## src/rtl/regfile_host_port_pkg.sv

```systemverilog
// Shared definitions for the register-file host port: default geometry,
// command opcodes and FSM state encodings.
package regfile_host_port_pkg;

    localparam int DEF_DATA_W = 8;
    localparam int DEF_ADDR_W = 4;
    localparam int DEF_NREGS  = 16;

    // cmd_op encoding seen on the command interface
    typedef enum logic {
        OP_LOAD = 1'b0,
        OP_DUMP = 1'b1
    } op_e;

    // state    | meaning
    // ST_IDLE  | waiting for a command, cmd_ready high
    // ST_LOAD  | accepting stream bytes and writing consecutive registers
    // ST_DUMP  | reading consecutive registers out onto the stream
    // ST_DONE  | one-cycle end-of-command marker, done high
    typedef enum logic [1:0] {
        ST_IDLE = 2'd0,
        ST_LOAD = 2'd1,
        ST_DUMP = 2'd2,
        ST_DONE = 2'd3
    } state_e;

endpackage

```

## src/rtl/regfile_host_port.sv

```systemverilog
// Host-side initiator for the register file. LOAD moves bytes from a
// valid/ready input stream into consecutive registers; DUMP reads consecutive
// registers out onto a valid/ready output stream. Register indices wrap
// modulo NREGS. busy holds off the core while a transfer is in flight.
//
// state    | meaning
// ST_IDLE  | waiting for a command, cmd_ready high
// ST_LOAD  | accepting stream bytes and writing consecutive registers
// ST_DUMP  | reading consecutive registers out onto the stream
// ST_DONE  | one-cycle end-of-command marker, done high
module regfile_host_port
    import regfile_host_port_pkg::*;
#(
    parameter int DATA_W = DEF_DATA_W,
    parameter int ADDR_W = DEF_ADDR_W,
    parameter int NREGS  = DEF_NREGS
) (
    input  logic              clk,
    input  logic              reset_n,

    input  logic              cmd_valid,
    output logic              cmd_ready,
    input  logic              cmd_op,
    input  logic [ADDR_W-1:0] cmd_base,
    input  logic [ADDR_W:0]   cmd_len,

    input  logic              in_valid,
    output logic              in_ready,
    input  logic [DATA_W-1:0] in_data,

    output logic              out_valid,
    input  logic              out_ready,
    output logic [DATA_W-1:0] out_data,
    output logic              out_last,

    output logic              rf_we,
    output logic [ADDR_W-1:0] rf_waddr,
    output logic [DATA_W-1:0] rf_wdata,
    output logic [ADDR_W-1:0] rf_raddr,
    input  logic [DATA_W-1:0] rf_rdata,

    output logic              busy,
    output logic              done
);

    localparam logic [ADDR_W:0]   LEN_MAX  = (ADDR_W+1)'(NREGS);
    localparam logic [ADDR_W:0]   REM_ONE  = (ADDR_W+1)'(1);
    localparam logic [ADDR_W:0]   REM_ZERO = '0;
    localparam logic [ADDR_W-1:0] ADDR_ONE = ADDR_W'(1);
    localparam logic [ADDR_W-1:0] ADDR_TOP = ADDR_W'(NREGS - 1);

    state_e              state_q, state_d;
    logic [ADDR_W-1:0]   addr_q,  addr_d;
    logic [ADDR_W:0]     rem_q,   rem_d;

    logic                we_q,    we_d;
    logic [ADDR_W-1:0]   waddr_q, waddr_d;
    logic [DATA_W-1:0]   wdata_q, wdata_d;

    logic                ovalid_q, ovalid_d;
    logic [DATA_W-1:0]   odata_q,  odata_d;
    logic                olast_q,  olast_d;

    logic [ADDR_W:0]     len_clamped;
    logic [ADDR_W-1:0]   addr_inc;
    logic                in_ready_w;
    logic                out_hs;
    logic                out_can_load;

    // Lengths above the register count would only revisit registers, so cap them.
    assign len_clamped = (cmd_len > LEN_MAX) ? LEN_MAX : cmd_len;

    // Index advance wraps explicitly so NREGS need not be a power of two.
    assign addr_inc = (addr_q == ADDR_TOP) ? '0 : (addr_q + ADDR_ONE);

    assign in_ready_w   = (state_q == ST_LOAD) && (rem_q != REM_ZERO);
    assign out_hs       = ovalid_q && out_ready;
    assign out_can_load = !ovalid_q || out_ready;

    // Next-state and datapath updates; every target gets its hold value first.
    always_comb begin
        state_d  = state_q;
        addr_d   = addr_q;
        rem_d    = rem_q;
        we_d     = 1'b0;
        waddr_d  = waddr_q;
        wdata_d  = wdata_q;
        ovalid_d = ovalid_q;
        odata_d  = odata_q;
        olast_d  = olast_q;

        unique case (state_q)
            ST_IDLE: begin
                if (cmd_valid) begin
                    addr_d = cmd_base;
                    rem_d  = len_clamped;
                    if (len_clamped == REM_ZERO) begin
                        state_d = ST_DONE;
                    end else if (cmd_op == OP_DUMP) begin
                        state_d = ST_DUMP;
                    end else begin
                        state_d = ST_LOAD;
                    end
                end
            end

            ST_LOAD: begin
                // Write is registered: the byte lands on the regfile port next cycle,
                // so the final write coincides with the DONE cycle.
                if (in_valid && in_ready_w) begin
                    we_d    = 1'b1;
                    waddr_d = addr_q;
                    wdata_d = in_data;
                    addr_d  = addr_inc;
                    rem_d   = rem_q - REM_ONE;
                    if (rem_q == REM_ONE) begin
                        state_d = ST_DONE;
                    end
                end
            end

            ST_DUMP: begin
                if (out_hs && olast_q) begin
                    ovalid_d = 1'b0;
                    olast_d  = 1'b0;
                    state_d  = ST_DONE;
                end else if (out_can_load && (rem_q != REM_ZERO)) begin
                    // Output slot is free or being emptied this cycle: refill from
                    // the register currently addressed on the read port.
                    ovalid_d = 1'b1;
                    odata_d  = rf_rdata;
                    olast_d  = (rem_q == REM_ONE);
                    addr_d   = addr_inc;
                    rem_d    = rem_q - REM_ONE;
                end
            end

            ST_DONE: begin
                state_d = ST_IDLE;
            end

            default: begin
                state_d = ST_IDLE;
            end
        endcase
    end

    // State and datapath registers; reset abandons any transfer in progress.
    always_ff @(posedge clk or negedge reset_n) begin
        if (!reset_n) begin
            state_q  <= ST_IDLE;
            addr_q   <= '0;
            rem_q    <= '0;
            we_q     <= 1'b0;
            waddr_q  <= '0;
            wdata_q  <= '0;
            ovalid_q <= 1'b0;
            odata_q  <= '0;
            olast_q  <= 1'b0;
        end else begin
            state_q  <= state_d;
            addr_q   <= addr_d;
            rem_q    <= rem_d;
            we_q     <= we_d;
            waddr_q  <= waddr_d;
            wdata_q  <= wdata_d;
            ovalid_q <= ovalid_d;
            odata_q  <= odata_d;
            olast_q  <= olast_d;
        end
    end

    assign cmd_ready = (state_q == ST_IDLE);
    assign in_ready  = in_ready_w;
    assign busy      = (state_q != ST_IDLE);
    assign done      = (state_q == ST_DONE);

    assign rf_we     = we_q;
    assign rf_waddr  = waddr_q;
    assign rf_wdata  = wdata_q;
    // The address counter is a register and holds while idle, so the read
    // port keeps its last index between commands.
    assign rf_raddr  = addr_q;

    assign out_valid = ovalid_q;
    assign out_data  = odata_q;
    assign out_last  = olast_q;

endmodule

```

## config.mk

```make
export PLATFORM = sky130hd
export DESIGN_NAME = regfile_host_port
export DESIGN_NICKNAME = d
export VERILOG_FILES = /design/src/rtl/regfile_host_port_pkg.sv /design/src/rtl/regfile_host_port.sv
export SDC_FILE = /design/constraint.sdc
export NUM_CORES = 1
export LEC_CHECK = 0
export CORE_ASPECT_RATIO = 0.9
export CORE_MARGIN = 4
export CORE_UTILIZATION = 41
export CTS_CLUSTER_DIAMETER = 80
export DETAILED_ROUTE_END_ITERATION = 16
export PLACE_DENSITY = 0.76
export SLEW_MARGIN = 40
export SYNTH_ARGS = -nofsm -noshare
export SYNTH_HDL_FRONTEND = slang
export SYNTH_SLANG_ARGS = --single-unit
```

## constraint.sdc

```tcl
create_clock -name clk -period 1.76 [get_ports clk]
set_input_delay 0.176 -clock clk [delete_from_list [all_inputs] [get_ports clk]]
set_output_delay 0.176 -clock clk [all_outputs]
set_load 0.02 [all_outputs]
```

* Word level (Yosys, flattened, before mapping)
Cells that the tools add are included.
Storage, ports and cells: input port bits 31, output and inout port bits 31, flip-flop bits (word level) 34, logic and storage cells 67
Cells by class: eq/ne operators 11, add/sub/neg operators 2, reductions and logical operators 18, multiplexer cells 25, order comparisons 1, bitwise operators 1
Operators by type and width (count):
- $mux 5 | 5
- $mux 4 | 5
- $pmux 5 s3 | 1
- $mux 2 | 6
- $pmux 4 s3 | 1
- $ne 2x2->1 const B | 4
- $pmux 2 s4 | 1
- $mux 1 | 6
- $eq 5x1->1 const B | 1
- $gt 5x5->1 const B | 1
- $logic_and 1x1->1 | 5
- $logic_not 5->1 | 1
- $reduce_and 5->1 | 1
- $reduce_bool 5->1 | 1
- $sub 5x1->5 const B | 1
- $add 4x1->4 const B | 1
- $eq 2x2->1 const B | 2
- $eq 4x4->1 const B | 1
- $ne 2x1->1 const B | 2
- $reduce_and 2->1 | 2
- $reduce_and 4->1 | 1
- $reduce_bool 2->1 | 2
- $reduce_and 3->1 | 1
- $reduce_bool 3->1 | 1
- other kinds (5) | 5

* Longest topological paths before layout
Gate-level depths: netlist of run 1.
word-level depth 6, depth in mapped cells 7, gate-level depth less buffers 6

* Least setup slack after synthesis of run 1
No wires, ideal clock.
path type register -> register, from register rem_q[0], to register waddr_q[0] (netlist: rf_waddr[0]), period minus slack after synthesis 1.985 ns, setup slack -0.225 ns, arrival 1.860 ns, setup time 0.125 ns, path buffers 1, required time 1.635 ns, stages on the path, launching flop included 8, path through dfrtp_1 > inv_1 > ha_1 > or4b_4 > and2_4 > nand2_4 > buf_12 > mux2_4
Between the ends: word-level cells in the longest chain between the ends 4
Ends and longest elaborated chain:
- from (decl) | line regfile_host_port.sv:54 | logic [ADDR_W:0] rem_q, rem_d;
- from (signal assigned) | line regfile_host_port.sv:163 | rem_q <= rem_d;
- $reduce_bool 5->1 | line regfile_host_port.sv:76 | assign in_ready_w = (state_q == ST_LOAD) && (rem_q != REM_ZERO);
- $logic_and 1x1->1 | line regfile_host_port.sv:76
- via in_ready | line regfile_host_port.sv:28 | output logic in_ready,
- $logic_and 1x1->1 | line regfile_host_port.sv:110 | if (in_valid && in_ready_w) begin
- $reduce_and 2->1 (no source line)
- to (signal assigned) | line regfile_host_port.sv:165 | waddr_q <= waddr_d;
- to (decl) | line regfile_host_port.sv:57 | logic [ADDR_W-1:0] waddr_q, waddr_d;
The timed path passes the listed nets, and every way through them passes these cells. A chain may end at the register's enable or synchronous reset.

* Worst setup path after layout of run 1
from register rem_q[1], to output port in_ready
Between the ends: word-level cells in the longest chain between the ends 2
Ends and longest elaborated chain (line):
- $reduce_bool 5->1 | regfile_host_port.sv:76
- $logic_and 1x1->1 | regfile_host_port.sv:76
- to (decl) | regfile_host_port.sv:28
Every way passes these cells.

==> flow_summary.json, run 1 <==
{
  "setup_violations": 27,
  "timing.fmax_mhz": 531,
  "final_nets": 291,
  "synthArstFlopShare_pct": 100,
  "synth-main-ff-cell": "dfrtp_1",
  "ys_seq_area_share_pct": 46.6,
  "finalWirelength_um": 4880,
  "cts-root-buf": "clkbuf_8",
  "finish.utilization_pct": 74.4,
  "drcViolationCount": 0,
  "yosysTopAreaCell": "dfrtp_1",
  "multi_input_area_um2": 1090,
  "worst_slack_ns": -0.124,
  "rsz0062_at_grt": "yes",
  "cts_tree": "done",
  "postPlaceCellArea_um2": 2660,
  "die_w_um": 78.4,
  "vias_per_cell": 5.27,
  "synth.most_common_cell": "dfrtp_1",
  "fin_crit_ns": 1.88,
  "violations": "setup timing",
  "synth_common_cells": "dfrtp_1, inv_1, a21oi_1, mux2_2, mux2_4",
  "peakVddDrop_uv": 1180,
  "register_area_um2": 851,
  "grt_max_degree": 35,
  "antenna_found_initial": 0,
  "clock-sinks": 34,
  "dieHeight_um": 71.3,
  "portBuffers": 61,
  "synth_cell_types": 45,
  "worst_pin_slew_ns": 0.423,
  "critPathLaunchType": "flop",
  "fin_crit_sh_pct": 107,
  "crit_path_cell_trace": "inv_2, ha_4, or4b_4, and2_4, buf_6",
  "slowest_stage": "or4b_4",
  "finalMaxSlewViolations": 0,
  "core-area_um2": 4180,
  "cts.clk_slew.worst_paths_ns": 0.07,
  "dp.cells": 293,
  "syn-cell-area_um2": 1830,
  "grt_pass1_wl_um": 7470,
  "cp_max_fo": 3,
  "place_ws_ns": -0.234,
  "initial_utilization_pct": 43.7,
  "via_count": 1648,
  "status": "finished with violations",
  "synth.avg_cell_area_um2": 12.0,
  "synth_top_area_share_pct": 46.6,
  "ant_nets": 0,
  "synth_warnings": 0,
  "maxCapViolCount": 0,
  "hpwl_um": 3150,
  "clkLatencyLatePin_ns": 0.28,
  "slew-limit-headroom_pct": 71.8,
  "synthCells": 152,
  "h-tree-depth": 2,
  "p_leak_nw": 1.37,
  "wl_per_cell_um": 15.6,
  "routabilityCongestion": 0.822,
  "cts_made_buffers": 5,
  "synthTopCellsByArea": "dfrtp_1, mux2_4, mux2_2, ha_1, a21oi_1",
  "rows": 22,
  "power.total_mw": 6.88,
  "endpoint_kind": "output port",
  "drive_gt1_share_pct": 39.9,
  "synth_nets": 191,
  "finalClockSkew_ns": 0.00663,
  "fin_area_um2": 3110,
  "hold_viol": 0,
  "critPathRequiredTime_ns": 1.58,
  "slowest_delay_ns": 0.46,
  "antenna_cells": 0,
  "drtPass1Iterations": 4,
  "grt_util_all_layers_pct": 16.8,
  "synth_edf_count": 0,
  "criticalPathCategory": "reg -> out",
  "dieArea_um2": 5590,
  "drt_iter0_markers": 44,
  "grt_overflow_total": 0,
  "instances_no_fill": 313,
  "hold_path.class": "in -> async",
  "clock_path_buffers": 2,
  "arrival_ns": 1.71,
  "hold_buffers": 0,
  "power_density_nw_per_um2": 2210,
  "fillerInstances": 294,
  "ios": 62,
  "ys_seq_elements": 34,
  "areaGrowthSynthToFinish_pct": 70.4,
  "grt_pass1_vias": 1529
}
==> area by class of cell <==
cell class	instances	share of cell area, %
Multi-Input combinational cell	101	35.1
Sequential cell	34	27.3
Tap cell	60	2.41
Clock inverter	3	2.21
Timing Repair Buffer	98	29.1
Clock buffer	5	2.21
Inverter	12	1.57
==> placed cells by master, fill, tap and decap left out, drive strengths merged, types with 3 or more instances in the layout <==
cell type,n
o21ai,5
clkdlybuf4s50,57
inv,11
ha,8
nand2,5
dfrtp,34
nor2b,3
buf,38
nand3,7
o22ai,3
dlygate4sd2,3
and2,3
mux2,20
a41oi,3
mux2i,3
a21oi,11
clkbuf,5
==> through the flow <==
step,hold slack [ns],setup TNS [ns]
3_5_place_dp,0.492,-5.74
6_report,0.297,-2.00
2_1_floorplan,-0.120,-2.43
5_1_grt,0.322,-3.90
4_1_cts,0.310,-1.44
3_3_place_gp,0.487,-4.11
==> sequential cells by signal (all words and copies together), names as in the netlist <==
name,cells
rf_we,1
rem_q,5
rf_waddr,4
out_last,1
out_valid,1
out_data,8
rf_wdata,8
rf_raddr,4
state_q,2
==> critical path, delay by kind of cell (launching register included) <==
kind,cells,cell delay (ns)
buf+inv,2,0.23
fa+ha+maj,1,0.14
flops,1,0.40
simple gates,2,0.66
==> metal layers <==
layer / up-vias / wire [µm] / GRT usage (%) / share of wire [%]
met5: - / 0 / 0 / 0
met2: 69 / 2380 / 26.8 / 49
met4: 0 / 65 / 4.27 / 1.3
met3: 10 / 343 / 4.52 / 7.0
met1: 805 / 2090 / 22.9 / 43
li1: 764 / - / - / -
==> power breakdown <==
group	switching, mW	leakage, nW	internal, mW	total (mW)
clock	0.283	0.0683	0.567	0.851
sequential	0.317	0.401	1.19	1.51
combinational	2.08	0.904	2.44	4.52
total	2.68	1.37	4.20	6.88
==> final timing paths <==
check                                             start                      end  cells after the start  slack (ns)
worst max-delay path               rem_q[1]$_DFFE_PN0P_                 in_ready                      5       -0.12
worst min-delay path                            reset_n     rem_q[0]$_DFFE_PN0P_                      2        0.30
worst max register to register     rem_q[1]$_DFFE_PN0P_  out_data[3]$_DFFE_PN0P_                      6       -0.11
worst min register to register  out_data[6]$_DFFE_PN0P_  out_data[6]$_DFFE_PN0P_                      1        0.50
max in group asynchronous                       reset_n  out_data[3]$_DFFE_PN0P_                      2        1.15
min in group clk                out_data[6]$_DFFE_PN0P_  out_data[6]$_DFFE_PN0P_                      1        0.50
==> what timing repair did <==
action | in CTS | in global routing
pin swaps | 5 | 6
gates resized for setup | 34 | 24
setup buffers | 3 | 8
endpoints found under the hold margin | 0 | 0
gates cloned | 0 | 2
setup endpoints to repair | 36 | 33
==> kinds of logic (layout without fill, tap and decap cells) <==
kind of cell,Yosys count,after routing,synth area share [%]
AOI/OAI and AO/OA,36,36,14.8
DFF,34,34,46.6
and+or+nand+nor,33,34,12.2
muxes,23,23,15.8
buffers and inverters,18,118,5.14
adders and majority gates,8,8,5.48
(Power assumes the default switching activity.)
==> inputs of run 2 (changes only) <==
--- a/config.mk
+++ b/config.mk
@@ -6,11 +6,10 @@
 export NUM_CORES = 1
 export LEC_CHECK = 0
 export CORE_ASPECT_RATIO = 0.9
-export CORE_MARGIN = 4
-export CORE_UTILIZATION = 41
+export CORE_UTILIZATION = 39
 export CTS_CLUSTER_DIAMETER = 80
 export DETAILED_ROUTE_END_ITERATION = 16
-export PLACE_DENSITY = 0.76
+export PLACE_DENSITY = 0.73
 export SLEW_MARGIN = 40
 export SYNTH_ARGS = -nofsm -noshare
 export SYNTH_HDL_FRONTEND = slang
==> run 2 against run 1 <==
  * Critical endpoint unchanged
  * The run still ends with setup timing left
  * Non-clock buffer count is 3 lower
  * Clock skew down 0.0016 ns
  * Flip-flop and latch count unchanged
  * First-iteration DRC count grew 77%
==> flow_summary.json, run 2 (synthesis results as in run 1) <==
{
  "clock-sinks": 34,
  "cts_made_buffers": 5,
  "worst_pin_slew_ns": 0.448,
  "hpwl_um": 3050,
  "criticalPathCategory": "reg -> out",
  "antenna_found_initial": 0,
  "slew-limit-headroom_pct": 70.1,
  "rows": 23,
  "endpoint_kind": "output port",
  "final_cell_mix": "clkdlybuf4s50_1, dfrtp_1, buf_4",
  "cp_max_fo": 4,
  "drcViolationCount": 0,
  "violations": "setup timing",
  "antenna_cells": 0,
  "critPathRequiredTime_ns": 1.58,
  "hold_buffers": 0,
  "ant_nets": 0,
  "layout_commonest_cell": "clkdlybuf4s50_1",
  "p_leak_nw": 1.37,
  "cts.clk_slew.worst_paths_ns": 0.07,
  "rsz0062_at_grt": "yes",
  "arrival_ns": 1.70,
  "power_density_nw_per_um2": 2200,
  "grt_overflow_total": 0,
  "cts-root-buf": "clkbuf_8",
  "grt_pass1_vias": 1504,
  "routabilityCongestion": 0.909,
  "ios": 62,
  "drt_iter0_markers": 78,
  "crit_path_cell_trace": "inv_2, ha_4, or4b_4, and2_4, buf_6",
  "grt_max_degree": 35,
  "dieArea_um2": 4960,
  "initial_utilization_pct": 40.7,
  "worst_slack_ns": -0.118,
  "drtPass1Iterations": 4,
  "final_nets": 288,
  "dieHeight_um": 66.9,
  "clkLatencyLatePin_ns": 0.29,
  "portBuffers": 61,
  "status": "finished with violations",
  "slowest_stage": "or4b_4",
  "die_w_um": 74.1,
  "areaGrowthSynthToFinish_pct": 70.3,
  "peakVddDrop_uv": 1040,
  "fin_crit_ns": 1.88,
  "maxCapViolCount": 0,
  "hold_viol": 0,
  "power.total_mw": 6.84,
  "setup_violations": 30,
  "grt_util_all_layers_pct": 19.4,
  "core-area_um2": 4490,
  "multi_input_area_um2": 1130,
  "fin_area_um2": 3110,
  "via_count": 1604,
  "grt_pass1_wl_um": 7180,
  "vias_per_cell": 5.14,
  "timing.fmax_mhz": 532,
  "finalMaxSlewViolations": 0,
  "fin_crit_sh_pct": 107,
  "postPlaceCellArea_um2": 2670,
  "finalWirelength_um": 4930,
  "finalClockSkew_ns": 0.00503,
  "wl_per_cell_um": 15.8,
  "drive_gt1_share_pct": 40.4,
  "fillerInstances": 352,
  "critPathLaunchType": "flop",
  "clock_path_buffers": 2,
  "cts_tree": "done",
  "hold_path.class": "in -> async",
  "register_area_um2": 852,
  "slowest_delay_ns": 0.46,
  "h-tree-depth": 2
}
[run 2: cell types whose count changed in the layout (fill, tap and decap cells not counted), sizes merged]
cell      delta
buf          -3
bufinv       -1
clkinv       -1
clkinvlp     +1
inv          +1
[run 2: routing by layer]
metal  share of wire [%]  GRT usage, %  wire length [µm]
met5                   0             0                 0
met3                 6.8          5.30               334
met4                 2.4          6.25               119
met2                  48          30.9              2390
met1                  42          25.4              2090
[run 2: power by group]
group / switching [mW] / total, mW / internal [mW]
Combinational: 2.10 / 4.57 / 2.47
Sequential: 0.354 / 1.55 / 1.19
Clock: 0.301 / 0.721 / 0.421
[run 2: area by class of cell]
cell class	count	area share, %
well taps	62	2.49
clock inverters	3	1.45
flip-flops and latches	34	27.4
clock buffers	5	2.21
repair buffers	95	28.5
inverters	12	1.53
multi-input cells	101	36.5
[run 2: through the flow]
step | TNS [ns] | std cells | worst slack (ns) | hold slack [ns] | utilization, %
after floorplan | -2.43 | 152 | -0.204 | -0.120 | -
after global placement | -4.39 | 295 | -0.208 | 0.486 | 59.4
after detailed placement | -5.37 | 295 | -0.223 | 0.492 | 59.4
after CTS | -1.84 | 307 | -0.121 | 0.311 | 65.0
after global routing | -3.33 | 312 | -0.157 | 0.343 | 69.3
final | -2.09 | 312 | -0.118 | 0.300 | 69.3
[run 2: path summary, 6_finish.rpt]
kind                            slack, ns                     from                 endpoint  depth (start not counted)
max in group asynchronous            1.13                  reset_n   state_q[0]$_DFFE_PN0P_                          2
worst max-delay path                -0.12     rem_q[0]$_DFFE_PN0P_                 in_ready                          5
min in group clk                     0.50               in_data[7]  rf_wdata[7]$_DFFE_PN0P_                          2
worst max register to register      -0.10   state_q[0]$_DFFE_PN0P_  rf_raddr[2]$_DFFE_PN0P_                          7
worst min-delay path                 0.30                  reset_n  rf_wdata[3]$_DFFE_PN0P_                          2
worst min register to register       0.51  rf_wdata[3]$_DFFE_PN0P_  rf_wdata[3]$_DFFE_PN0P_                          1
[run 2: timing repair]
action                                 CTS  global route
gates resized for setup                 36            30
endpoints found under the hold margin    0             0
setup endpoints to repair               36            33
cloned                                   0             2
pin swaps                                5             6
buffers inserted                         5             3
[run 2: critical path, delay by kind of cell (launching register included)]
kind	cells	cell delay, ns
fa+ha+maj	1	0.15
buf+inv	2	0.23
flops	1	0.39
simple gates	2	0.65
